--- config.mk ---
export PLATFORM = sky130hd
export DESIGN_NAME = cmp_sort_ctrl_flat
export DESIGN_NICKNAME = d
export VERILOG_FILES = /design/src/rtl/cmp_sort_ctrl_if.sv /design/src/rtl/cmp_sort_ctrl.sv /design/src/flat_wrapper.sv
export SDC_FILE = /design/constraint.sdc
export NUM_CORES = 1
export LEC_CHECK = 0
export BUFFER_PORTS_ARGS = -buffer_cell sky130_fd_sc_hd__buf_2
export CORE_MARGIN = 4
export CORE_UTILIZATION = 50
export CTS_CLUSTER_SIZE = 28
export DETAILED_ROUTE_END_ITERATION = 6
export PLACE_DENSITY = 0.67
export SKIP_LAST_GASP = 1
export SLEW_MARGIN = 40
export SYNTH_ARGS = -nofsm -noshare
export SYNTH_HDL_FRONTEND = slang
export SYNTH_SLANG_ARGS = --single-unit
--- constraint.sdc ---
create_clock -name clk -period 10.8 [get_ports clk]
set_input_delay 2.16 -clock clk [delete_from_list [all_inputs] [get_ports clk]]
set_output_delay 2.16 -clock clk [all_outputs]
set_load 0.005 [all_outputs]
--- src/rtl/cmp_sort_ctrl_if.sv ---
// Byte stream in / sorted byte stream out, valid/ready on both sides.
interface cmp_sort_ctrl_if #(
    parameter int unsigned WIDTH = 8
);
    logic             in_valid;
    logic [WIDTH-1:0] in_data;
    logic             in_last;
    logic             in_ready;
    logic             out_valid;
    logic [WIDTH-1:0] out_data;
    logic             out_last;
    logic             out_ready;

    modport master (
        output in_valid, in_data, in_last, out_ready,
        input  in_ready, out_valid, out_data, out_last
    );

    modport slave (
        input  in_valid, in_data, in_last, out_ready,
        output in_ready, out_valid, out_data, out_last
    );
endinterface

--- src/rtl/cmp_sort_ctrl.sv ---
// Burst bubble-sort controller: load up to DEPTH bytes, sort ascending with one
// shared compare-and-swap per clock, then stream the sorted burst out.
module cmp_sort_ctrl #(
    parameter int unsigned WIDTH = 8,
    parameter int unsigned DEPTH = 8,
    parameter int unsigned CW    = 16
) (
    input  logic                clk,
    input  logic                rst_n,
    cmp_sort_ctrl_if.slave      s,
    output logic                busy,
    output logic                done,
    output logic [CW-1:0]       cmp_count
);
    localparam int unsigned IW   = $clog2(DEPTH);
    localparam int unsigned CNTW = $clog2(DEPTH + 1);

    typedef enum logic [1:0] {LOAD, SORT, DRAIN} state_t;

    state_t             state_q, state_n;
    logic [CNTW-1:0]    cnt_q, cnt_n;
    logic [CNTW-1:0]    pass_q, pass_n;
    logic [IW-1:0]      i_q, i_n;
    logic [IW-1:0]      rd_q, rd_n;
    logic               swapped_q, swapped_n;
    logic [CW-1:0]      cmp_count_q, cmp_count_n;
    logic               in_ready_q, in_ready_n;
    logic               out_valid_q, out_valid_n;
    logic [WIDTH-1:0]   out_data_q, out_data_n;
    logic               out_last_q, out_last_n;
    logic               busy_q, busy_n;
    logic               done_q, done_n;
    logic [WIDTH-1:0]   buf_q [DEPTH];
    logic [WIDTH-1:0]   buf_n [DEPTH];

    logic [WIDTH-1:0]   cmp_a, cmp_b;
    logic               cmp_gt;
    logic               pass_end;
    logic               swap_seen;

    assign s.in_ready  = in_ready_q;
    assign s.out_valid = out_valid_q;
    assign s.out_data  = out_data_q;
    assign s.out_last  = out_last_q;
    assign busy        = busy_q;
    assign done        = done_q;
    assign cmp_count   = cmp_count_q;

    // Shared magnitude comparator on the adjacent pair under the sort index.
    assign cmp_a    = buf_q[i_q];
    assign cmp_b    = buf_q[i_q + IW'(1)];
    assign cmp_gt   = cmp_a > cmp_b;
    assign pass_end = (CNTW'(i_q) == cnt_q - CNTW'(2));

    always_comb begin
        state_n     = state_q;
        cnt_n       = cnt_q;
        pass_n      = pass_q;
        i_n         = i_q;
        rd_n        = rd_q;
        swapped_n   = swapped_q;
        cmp_count_n = cmp_count_q;
        out_data_n  = out_data_q;
        out_last_n  = out_last_q;
        done_n      = 1'b0;
        buf_n       = buf_q;
        swap_seen   = swapped_q | cmp_gt;

        case (state_q)
            LOAD: begin
                if (s.in_valid && in_ready_q) begin
                    buf_n[IW'(cnt_q)] = s.in_data;
                    cnt_n             = cnt_q + CNTW'(1);
                    if (s.in_last || cnt_n == CNTW'(DEPTH)) begin
                        state_n     = SORT;
                        i_n         = '0;
                        pass_n      = '0;
                        swapped_n   = 1'b0;
                        cmp_count_n = '0;
                    end
                end
            end
            SORT: begin
                if (cnt_q < CNTW'(2)) begin
                    state_n = DRAIN;
                end else begin
                    cmp_count_n = cmp_count_q + CW'(1);
                    if (cmp_gt) begin
                        buf_n[i_q]          = cmp_b;
                        buf_n[i_q + IW'(1)] = cmp_a;
                    end
                    if (pass_end) begin
                        if (!swap_seen || (pass_q + CNTW'(1) == cnt_q - CNTW'(1))) begin
                            state_n = DRAIN;
                        end else begin
                            i_n       = '0;
                            swapped_n = 1'b0;
                            pass_n    = pass_q + CNTW'(1);
                        end
                    end else begin
                        i_n       = i_q + IW'(1);
                        swapped_n = swap_seen;
                    end
                end
                // Present the first sorted element in the first DRAIN cycle.
                if (state_n == DRAIN) begin
                    rd_n       = '0;
                    out_data_n = buf_n[0];
                    out_last_n = (cnt_q == CNTW'(1));
                end
            end
            DRAIN: begin
                if (out_valid_q && s.out_ready) begin
                    if (out_last_q) begin
                        state_n    = LOAD;
                        done_n     = 1'b1;
                        cnt_n      = '0;
                        rd_n       = '0;
                        out_data_n = '0;
                        out_last_n = 1'b0;
                    end else begin
                        rd_n       = rd_q + IW'(1);
                        out_data_n = buf_q[rd_n];
                        out_last_n = (CNTW'(rd_n) == cnt_q - CNTW'(1));
                    end
                end
            end
            default: state_n = LOAD;
        endcase

        in_ready_n  = (state_n == LOAD);
        out_valid_n = (state_n == DRAIN);
        busy_n      = (state_n != LOAD);
    end

    always_ff @(posedge clk or negedge rst_n) begin
        if (!rst_n) begin
            state_q     <= LOAD;
            cnt_q       <= '0;
            pass_q      <= '0;
            i_q         <= '0;
            rd_q        <= '0;
            swapped_q   <= 1'b0;
            cmp_count_q <= '0;
            in_ready_q  <= 1'b0;
            out_valid_q <= 1'b0;
            out_data_q  <= '0;
            out_last_q  <= 1'b0;
            busy_q      <= 1'b0;
            done_q      <= 1'b0;
        end else begin
            state_q     <= state_n;
            cnt_q       <= cnt_n;
            pass_q      <= pass_n;
            i_q         <= i_n;
            rd_q        <= rd_n;
            swapped_q   <= swapped_n;
            cmp_count_q <= cmp_count_n;
            in_ready_q  <= in_ready_n;
            out_valid_q <= out_valid_n;
            out_data_q  <= out_data_n;
            out_last_q  <= out_last_n;
            busy_q      <= busy_n;
            done_q      <= done_n;
        end
    end

    // Buffer contents are don't-care after reset, so no reset term.
    always_ff @(posedge clk) begin
        buf_q <= buf_n;
    end
endmodule
--- src/flat_wrapper.sv ---
// flat-port wrapper written by rule: the top's interface ports become plain ports
module cmp_sort_ctrl_flat 
#(
    parameter int unsigned WIDTH = 8,
    parameter int unsigned DEPTH = 8,
    parameter int unsigned CW    = 16
)
  (clk, rst_n, busy, done, cmp_count, s_in_valid, s_in_data, s_in_last, s_out_ready, s_in_ready, s_out_valid, s_out_data, s_out_last);
  cmp_sort_ctrl_if #(.WIDTH(WIDTH)) s_i ();
  input  logic clk;
  input  logic rst_n;
  output logic busy;
  output logic done;
  output logic [CW-1:0] cmp_count;
  input wire logic [$bits(s_i.in_valid)-1:0] s_in_valid;
  input wire logic [$bits(s_i.in_data)-1:0] s_in_data;
  input wire logic [$bits(s_i.in_last)-1:0] s_in_last;
  input wire logic [$bits(s_i.out_ready)-1:0] s_out_ready;
  output wire logic [$bits(s_i.in_ready)-1:0] s_in_ready;
  output wire logic [$bits(s_i.out_valid)-1:0] s_out_valid;
  output wire logic [$bits(s_i.out_data)-1:0] s_out_data;
  output wire logic [$bits(s_i.out_last)-1:0] s_out_last;
  assign s_i.in_valid = s_in_valid;
  assign s_i.in_data = s_in_data;
  assign s_i.in_last = s_in_last;
  assign s_i.out_ready = s_out_ready;
  assign s_in_ready = s_i.in_ready;
  assign s_out_valid = s_i.out_valid;
  assign s_out_data = s_i.out_data;
  assign s_out_last = s_i.out_last;
  cmp_sort_ctrl #(.WIDTH(WIDTH), .DEPTH(DEPTH), .CW(CW)) u_core (.clk(clk), .rst_n(rst_n), .s(s_i), .busy(busy), .done(done), .cmp_count(cmp_count));
endmodule
# After elaboration in Yosys (flattened, before gate mapping)
# Index checks and enable logic that the tools add are counted.
# word_totals
register_bits	110
in_bits	13
out_inout_bits	29
# classes
add_sub_neg	7
n_lt_le_gt_ge	9
eq_ne	19
mux	72
n_bitwise	5
n_reduce_logical	21
# op_table
op	count
bitwise mux 64 bit	3
two-way mux 64 bit	3
one-hot mux 64 bit (2 select lines)	1
two-way mux 8 bit	12
binary-select mux 8 bit (select 3 bit)	3
demux 8 bit (select 3 bit)	3
two-way mux 16 bit	3
two-way mux 4 bit	8
one-hot mux 16 bit (2 select lines)	1
two-way mux 3 bit	8
adder 16 x 1 -> 16 bit, second input constant	1
greater-or-equal comparator 4 bit, second input constant	4
two-way mux 2 bit	8
NOT 3 -> 4 bit	4
one-hot mux 4 bit (2 select lines)	2
one-hot mux 8 bit (2 select lines)	1
!= test 2 x 1 -> 1 bit, second input constant	7
less-than comparator 4 x 1 -> 1 bit, second input constant	3
one-hot mux 3 bit (2 select lines)	2
AND reduction 4 bit	3
two-way mux 1 bit	11
adder 4 x 1 -> 4 bit, second input constant	2
equality test 3 x 4 -> 1 bit	2
> comparator 8 bit	1
other kinds (23)	37

# Logic depth before layout (Yosys ltp)
# Gate-level depths: netlist of run 1.
# depth
word_depth	16
ltp_mapped	19
mapped_depth_nobuf	15

# Worst setup path before layout of run 1
# Ideal clock, no wire load.
# synth_path
path_kind	reg2reg
startpoint	reg u_core.i_q[0]
endpoint	reg u_core.buf_q[0] in the netlist's numbering, enable pin
setup_time_ns	0.386
arrival_ns	4.021
required_time_ns	10.414
setup_slack_ns	6.393
stages_incl_launch_ff	18
path_buffers	2
period_less_slack_ns	4.407
path_cell_list	dfrtp_1 -> ha_1 -> xnor2_1 -> buf_6 -> clkbuf_1 -> nand2_1 -> o211ai_1 -> o21ai_0 -> nand2_1 -> inv_1 -> ha_1 -> nand4_1 -> nor2_1 -> a21oi_1 -> or2_2 -> nand2_1 -> a22o_1 -> a211oi_1
# synth_via
elab_chain_cells	8
# synth_rtl
element	line_no	text
start, declared	cmp_sort_ctrl.sv:23	logic [IW-1:0] i_q, i_n;
start signal, assigned	cmp_sort_ctrl.sv:155	i_q <= i_n;
adder 3 x 1 -> 3 bit	cmp_sort_ctrl.sv:51	assign cmp_b = buf_q[i_q + IW'(1)];
NOT 3 -> 4 bit (implied by the code)	cmp_sort_ctrl.sv:51	
binary-select mux 8 bit (select 3 bit)	cmp_sort_ctrl.sv:51	
two-way mux 8 bit (implied by the code) (2 in series)	cmp_sort_ctrl.sv:51	
> comparator 8 bit *	cmp_sort_ctrl.sv:52	assign cmp_gt = cmp_a > cmp_b;
!= test 2 x 1 -> 1 bit (no line) *	-	
AND reduction 4 bit (no line) *	-	
end signal, assigned	cmp_sort_ctrl.sv:170	buf_q <= buf_n;
end, declared	cmp_sort_ctrl.sv:33	logic [WIDTH-1:0] buf_q [DEPTH];
# Every way passes the cells marked *; elsewhere a longest branch is shown, timed or not. The select of a mux whose other input is x is not followed.
# A chain may end at the register's enable or synchronous reset.

# Worst setup path in the final report of run 1
# layout_path
startpoint	reg u_core.i_q[0]
endpoint	reg u_core.buf_q[44] in the netlist's numbering, enable pin
# The elaborated chain is that of the path after synthesis.

==> impl_metrics.tcl, run 1 <==
set metrics [dict create \
    finalSetupViolCount 0 \
    synth_top_family_by_area "compound AO/OA/AOI/OAI gates" \
    hp-class "reg -> reg" \
    syn-mean-instance-area_sq_um 9.75 \
    start_util 0.517 \
    dieHeight_um 137 \
    drt_iter0_markers 1014 \
    synth.ff_latch_count 110 \
    synth-simple-area-share 0.151 \
    mostFrequentLayoutCells "nand2_1, o22ai_1, edfxtp_1" \
    clock_skew_ns 0.0121 \
    synth.area.mux_share 0.122 \
    synth-xor-area-share 0.0335 \
    core_area_sq_um 16100 \
    ioPinCount 42 \
    cts_num_sinks 110 \
    status "completed" \
    clk_pin_slew_worst_paths_ns 0.08 \
    areaGrowthSynthToFinish_pct 8.12 \
    ir_drop_mv 0.161 \
    avgViaCountPerCell 7.00 \
    n_antenna_cell 0 \
    antenna_found_initial 0 \
    synth_cell_types 74 \
    crit_buf_inv 3 \
    cp_max_fo 64 \
    critPathSlowestCell "nor4_4" \
    synth-edff-count 64 \
    htree_num_levels 3 \
    post_cts_resized 0 \
    maxUsedRoutingLayer "met4" \
    max_freq_mhz 167 \
    max_stage_delay_ns 0.67 \
    grt_pass1_vias 7126 \
    wl_per_cell_um 27.7 \
    cts-root-buf "clkbuf_16" \
    crit_path_end_kind "register" \
    dp_slack_ns 4.91 \
    die_area_sq_um 18700 \
    wl_met1_um 12100 \
    grtUsageTotal 0.324 \
    dp_cells 1068 \
    synth_compound_area_frac 0.235 \
    grt.overflow.total 0 \
    yosysSeqAreaShare 0.370 \
    fin_crit_ns 5.98 \
    maxCapViolCount 0 \
    start_kind "register" \
    tightest_slew_ns 0.719 \
    layout-drive-gt1-share 0.181 \
    mostFrequentLayoutCell "nand2_1" \
    insertion_delay_ns 0.36 \
    wl_um 30000 \
    syn_area_sq_um 8290 \
    grt_pass1_wl_um 44300 \
    cts_tree "done" \
    worst_slack_ns 4.82 \
    met3WireLength_um 3760 \
    slew_viol_final 0 \
    rsz0062_at_grt "no" \
    period_share 0.554 \
    cts_hold_buf 0 \
    place_congestion 1.01 \
    crit_type "reg -> reg" \
    slew_headroom 0.518 \
    power_density_nw_per_um2 118 \
    path_delay_family "compound AO/OA/AOI/OAI gates" \
    ant_nets 0 \
    drtPass1Iterations 6 \
    setup-tns-final_ns 0 \
    fin_cells 1084 \
    met2_length_um 12900 \
    post-dp-hpwl_um 21900 \
    vias 7585 \
    ys_warn_count 0 \
    synth_nets 888 \
    die_w_um 137 \
    worstPathArrival_ns 5.97 \
    critPathRequiredTime_ns 10.79 \
    hold_viol_final 0 \
    num_rows 46 \
    nNetsFinal 900 \
    portBuffers 41 \
    leakagePower_nw 3.39 \
    path_cells "buf_4 > ha_1 > xnor2_4 > mux2_2 > nor4_4 > inv_1 > ha_1 > nand4_1 > nor2_1 > a21oi_1 > or2_2 > nand2_2 > buf_4 > a22o_1 > a211oi_2" \
    drc 0 \
    grt_max_degree 65 \
    syn_inst 851 \
    clk_path_buf_depth 2 \
    nFillCells 1395 \
    synth_adder_area_share 0.0362 \
    post-cts-setup-buffers 0 \
    cts_made_buffers 9 \
    synth_flop_cell "edfxtp_1" \
    async_flop_share 0.418 \
]
[cell usage after synthesis, types with 3 or more instances]
| cell type | number | area share |
|---|---|---|
| nor3b_1 | 5 | 0.0045 |
| a221oi_1 | 3 | 0.0032 |
| o21ai_0 | 26 | 0.016 |
| nor2b_1 | 15 | 0.011 |
| dfrtp_1 | 46 | 0.14 |
| buf_1 | 3 | 0.0014 |
| mux2_1 | 5 | 0.0068 |
| inv_1 | 23 | 0.010 |
| clkbuf_1 | 14 | 0.0063 |
| mux4_2 | 20 | 0.054 |
| xnor2_1 | 16 | 0.017 |
| nor3_1 | 38 | 0.023 |
| and2_1 | 8 | 0.0060 |
| xor2_1 | 12 | 0.013 |
| mux2i_1 | 24 | 0.029 |
| nand2b_1 | 7 | 0.0053 |
| buf_6 | 10 | 0.014 |
| a211o_1 | 10 | 0.011 |
| ha_1 | 24 | 0.036 |
| a21oi_1 | 53 | 0.032 |
| mux2_2 | 21 | 0.029 |
| nand3_1 | 23 | 0.014 |
| o32ai_1 | 3 | 0.0032 |
| nor2_1 | 47 | 0.021 |
| nand2_1 | 80 | 0.036 |
| a22oi_2 | 3 | 0.0045 |
| o22ai_1 | 67 | 0.051 |
| a22o_1 | 6 | 0.0063 |
| a31oi_1 | 4 | 0.0030 |
| or3_1 | 5 | 0.0038 |
| buf_4 | 5 | 0.0045 |
| o211ai_1 | 7 | 0.0063 |
| nand4_1 | 7 | 0.0053 |
| a22oi_1 | 54 | 0.049 |
| a221o_1 | 5 | 0.0060 |
| edfxtp_1 | 64 | 0.23 |
| buf_2 | 24 | 0.014 |
| a211oi_1 | 11 | 0.010 |
| nand3b_1 | 4 | 0.0036 |
[power breakdown]
group | leakage [nW] | internal [mW] | total (mW) | switching (mW)
clock network | 0.158 | 0.189 | 0.363 | 0.174
registers | 1.33 | 0.455 | 0.481 | 0.0260
logic | 1.90 | 0.103 | 0.212 | 0.109
total | 3.39 | 0.747 | 1.06 | 0.309
[routing by layer]
metal  global-route usage  vias up
li1                     -     3320
met1                0.452     3687
met2                0.473      505
met3               0.0974       73
met4                0.129        0
met5                    0        -
[kinds of logic (layout without fill, tap and decap cells)]
group                      after synthesis  after routing
and+or+nand+nor                        253            253
xor gates and xnor gates                30             30
muxes                                   72             72
DFF                                    110            110
buffers and inverters                   81             98
AOI/OAI and AO/OA                      281            281
adders and majority gates               24             24
[sequential cells by signal, summed over array words and instances (netlist names)]
name	flops
u_core.s.out_valid	1
u_core.rd_q	3
u_core.swapped_q	1
u_core.cnt_q	4
u_core.i_q	3
u_core.s.out_data	8
u_core.done	1
u_core.busy	1
u_core.buf_q	64
u_core.cmp_count	16
u_core.s.out_last	1
u_core.state_q	2
u_core.s.in_ready	1
u_core.pass_q	4
[worst reg2reg max path, cell delays in order (launching register included)]
cell and delay (ns):
dfrtp_2 0.40, buf_4 0.34, ha_1 0.45, xnor2_4 0.61, mux2_2 0.44, nor4_4 0.67
inv_1 0.10, ha_1 0.29, nand4_1 0.11, nor2_1 0.09, a21oi_1 0.40, or2_2 0.24
nand2_2 0.05, buf_4 0.33, a22o_1 0.47, a211oi_2 0.63
[final cells by class]
| type | count | area [sq um] | share of cell area |
|---|---|---|---|
| Sequential cell | 110 | 3080 | 0.343 |
| Tap cell | 216 | 270 | 0.0301 |
| Inverter | 25 | 93.8 | 0.0105 |
| Multi-Input combinational cell | 660 | 4870 | 0.544 |
| Clock inverter | 7 | 100 | 0.0112 |
| Timing Repair Buffer | 57 | 328 | 0.0366 |
| Clock buffer | 9 | 225 | 0.0251 |
[per-stage QoR]
stage	utilization	hold slack, ns	power (mW)	area, sq um
final	0.558	0.511	1.06	8970
after global routing	0.558	0.527	1.10	8970
after CTS	0.557	0.509	1.06	8950
after detailed placement	0.537	0.498	0.704	8620
after global placement	0.534	0.476	0.698	8570
after floorplan	-	0.462	0.637	8290
[final timing paths]
| path | startpoint | end | slack [ns] | cells after the start |
|---|---|---|---|---|
| hold / removal | u_core.s.out_data[3]$_DFFE_PN0P_ | u_core.s.out_data[3]$_DFFE_PN0P_ | 0.51 | 1 |
| min in group asynchronous | rst_n | u_core.rd_q[1]$_DFFE_PN0P_ | 1.80 | 1 |
| hold reg to reg | u_core.s.out_data[3]$_DFFE_PN0P_ | u_core.s.out_data[3]$_DFFE_PN0P_ | 0.51 | 1 |
| max in group asynchronous | rst_n | u_core.i_q[0]$_DFFE_PN0P_ | 8.58 | 1 |
| setup / recovery | u_core.i_q[0]$_DFFE_PN0P_ | u_core.buf_q[44]$_DFFE_PP_ | 4.82 | 15 |
| setup reg to reg | u_core.i_q[0]$_DFFE_PN0P_ | u_core.buf_q[44]$_DFFE_PP_ | 4.82 | 15 |
Power figures use the tool's default switching activity.
==> run 2, diff against run 1 <==
==> constraint.sdc (replaced) <==
create_clock -name clk -period 5.54 [get_ports clk]
set_input_delay 1.108 -clock clk [delete_from_list [all_inputs] [get_ports clk]]
set_output_delay 1.108 -clock clk [all_outputs]
set_load 0.005 [all_outputs]
==> impl_metrics.tcl, run 2 (synthesis gave the netlist of run 1 again) <==
set metrics [dict create \
    maxCapViolCount 0 \
    ir_drop_mv 0.235 \
    clock_skew_ns 0.0161 \
    seqPwrFrac 0.460 \
    slew_headroom 0.363 \
    fin_crit_ns 5.11 \
    cp_common_cell "buf_4" \
    max_freq_mhz 196 \
    post-dp-hpwl_um 20900 \
    slew_viol_final 0 \
    post-cts-setup-buffers 0 \
    areaGrowthSynthToFinish_pct 8.58 \
    largest_register "u_core.buf_q" \
    nNetsFinal 913 \
    grtUsageTotal 0.311 \
    critPathSlowestCell "buf_4" \
    grt_max_degree 64 \
    largest_reg_flops 64 \
    setup-tns-final_ns 0 \
    die_w_um 137 \
    cts_made_buffers 9 \
    critPathRequiredTime_ns 5.62 \
    cts_hold_buf 0 \
    vias 7762 \
    grt_pass1_vias 7321 \
    start_util 0.517 \
    start_kind "register" \
    avgViaCountPerCell 7.08 \
    place_congestion 1.05 \
    grt_pass1_wl_um 43500 \
    insertion_delay_ns 0.37 \
    hold_viol_final 0 \
    wl_um 28800 \
    mostFrequentLayoutCell "nand2_1" \
    htree_num_levels 3 \
    leakagePower_nw 3.44 \
    cts-root-buf "clkbuf_16" \
    power_switching_mw 0.616 \
    antenna_found_initial 0 \
    rsz0062_at_grt "no" \
    status "complete, but fails checks" \
    portBuffers 41 \
    drt_iter0_markers 1028 \
    period_share 0.922 \
    mostFrequentLayoutCells "nand2_1, o22ai_1, edfxtp_1" \
    p_clk_frac 0.336 \
    report.power.total_mw 2.04 \
    ioPinCount 42 \
    worstPathArrival_ns 5.19 \
    swShare 0.302 \
    stdcell_area_sq_um 9010 \
    placed_area_sq_um 8680 \
    finalSetupViolCount 0 \
    wl_per_cell_um 26.3 \
    p_int_mw 1.42 \
    layout-drive-gt1-share 0.187 \
    drc 7 \
    grt.overflow.total 0 \
    cp_max_fo 63 \
    violations "design-rule violations" \
    clk_pin_slew_worst_paths_ns 0.08 \
    post_cts_resized 0 \
    hp-class "reg -> reg" \
    path_cells "buf_4 > inv_1 > mux4_2 > nand2_1 > o31a_1 > ha_1 > nand4_1 > nor2_1 > a21oi_1 > or2_2 > nand2_2 > a22o_1 > a211oi_1 > buf_4" \
    cts_tree "done" \
    crit_type "reg -> reg" \
    crit_path_end_kind "register" \
    cts_num_sinks 110 \
    clk_path_buf_depth 2 \
    max_stage_delay_ns 0.56 \
    power_density_nw_per_um2 227 \
    pwr-share-comb 0.204 \
    tightest_slew_ns 0.947 \
    drtPass1Iterations 7 \
    n_antenna_cell 0 \
    die_area_sq_um 18700 \
    dieHeight_um 137 \
    core_area_sq_um 16100 \
    num_rows 46 \
    ant_nets 0 \
]
==> run 2: cell type report <==
type	count	area (sq um)
fill	1409	7050
multi-input combinational	660	4830
sequential	110	3080
timing repair buffer	70	425
tap	216	270
clock buffer	9	225
inverter	25	93.8
clock inverter	7	81.3
==> run 2: per-stage QoR <==
stage | hold slack (ns) | worst slack [ns] | utilization | instances
CTS | 0.515 | 0.478 | 0.560 | 1097
global route | 0.531 | 0.186 | 0.561 | 1097
detailed placement | 0.486 | 0.493 | 0.541 | 1081
global placement | 0.483 | 0.642 | 0.540 | 1081
finish | 0.512 | 0.429 | 0.561 | 1097
floorplan | 0.462 | 1.13 | - | 851
==> run 2: worst paths after layout <==
| path | slack (ns) | start | endpoint | cells past startpoint |
|---|---|---|---|---|
| setup reg to reg | 0.43 | u_core.i_q[0]$_DFFE_PN0P_ | u_core.buf_q[50]$_DFFE_PP_ | 14 |
| min in group asynchronous | 0.74 | rst_n | u_core.rd_q[1]$_DFFE_PN0P_ | 1 |
| max in group asynchronous | 4.38 | rst_n | u_core.i_q[0]$_DFFE_PN0P_ | 1 |
| setup / recovery | 0.43 | u_core.i_q[0]$_DFFE_PN0P_ | u_core.buf_q[50]$_DFFE_PP_ | 14 |
| hold reg to reg | 0.51 | u_core.s.out_data[4]$_DFFE_PN0P_ | u_core.s.out_data[4]$_DFFE_PN0P_ | 1 |
| hold / removal | 0.51 | u_core.s.out_data[4]$_DFFE_PN0P_ | u_core.s.out_data[4]$_DFFE_PN0P_ | 1 |
==> run 2: critical path: cells and delay by family, from the launching register on <==
family | cells | cell delay (ns)
fa+ha+maj | 1 | 0.34
buf+inv | 3 | 1.26
simple gates | 5 | 0.71
flops | 1 | 0.37
compound gates | 4 | 1.56
mux | 1 | 0.55
==> run 2: per-layer routing <==
layer / up-vias / GRT usage / wire, um
li1: 3335 / - / -
met1: 3711 / 0.437 / 11000
met2: 597 / 0.455 / 12400
met3: 119 / 0.0919 / 4060
met4: 0 / 0.118 / 1290
met5: - / 0 / 0
==> run 2: power groups by stage <==
stage / Combinational, mW / Sequential (mW) / Clock [mW]
2_1_floorplan: 0.321 / 0.920 / 0
3_3_place_gp: 0.417 / 0.950 / 0
3_5_place_dp: 0.420 / 0.952 / 0
4_1_cts: 0.420 / 0.935 / 0.691
5_1_grt: 0.451 / 0.940 / 0.726
6_report: 0.417 / 0.938 / 0.685
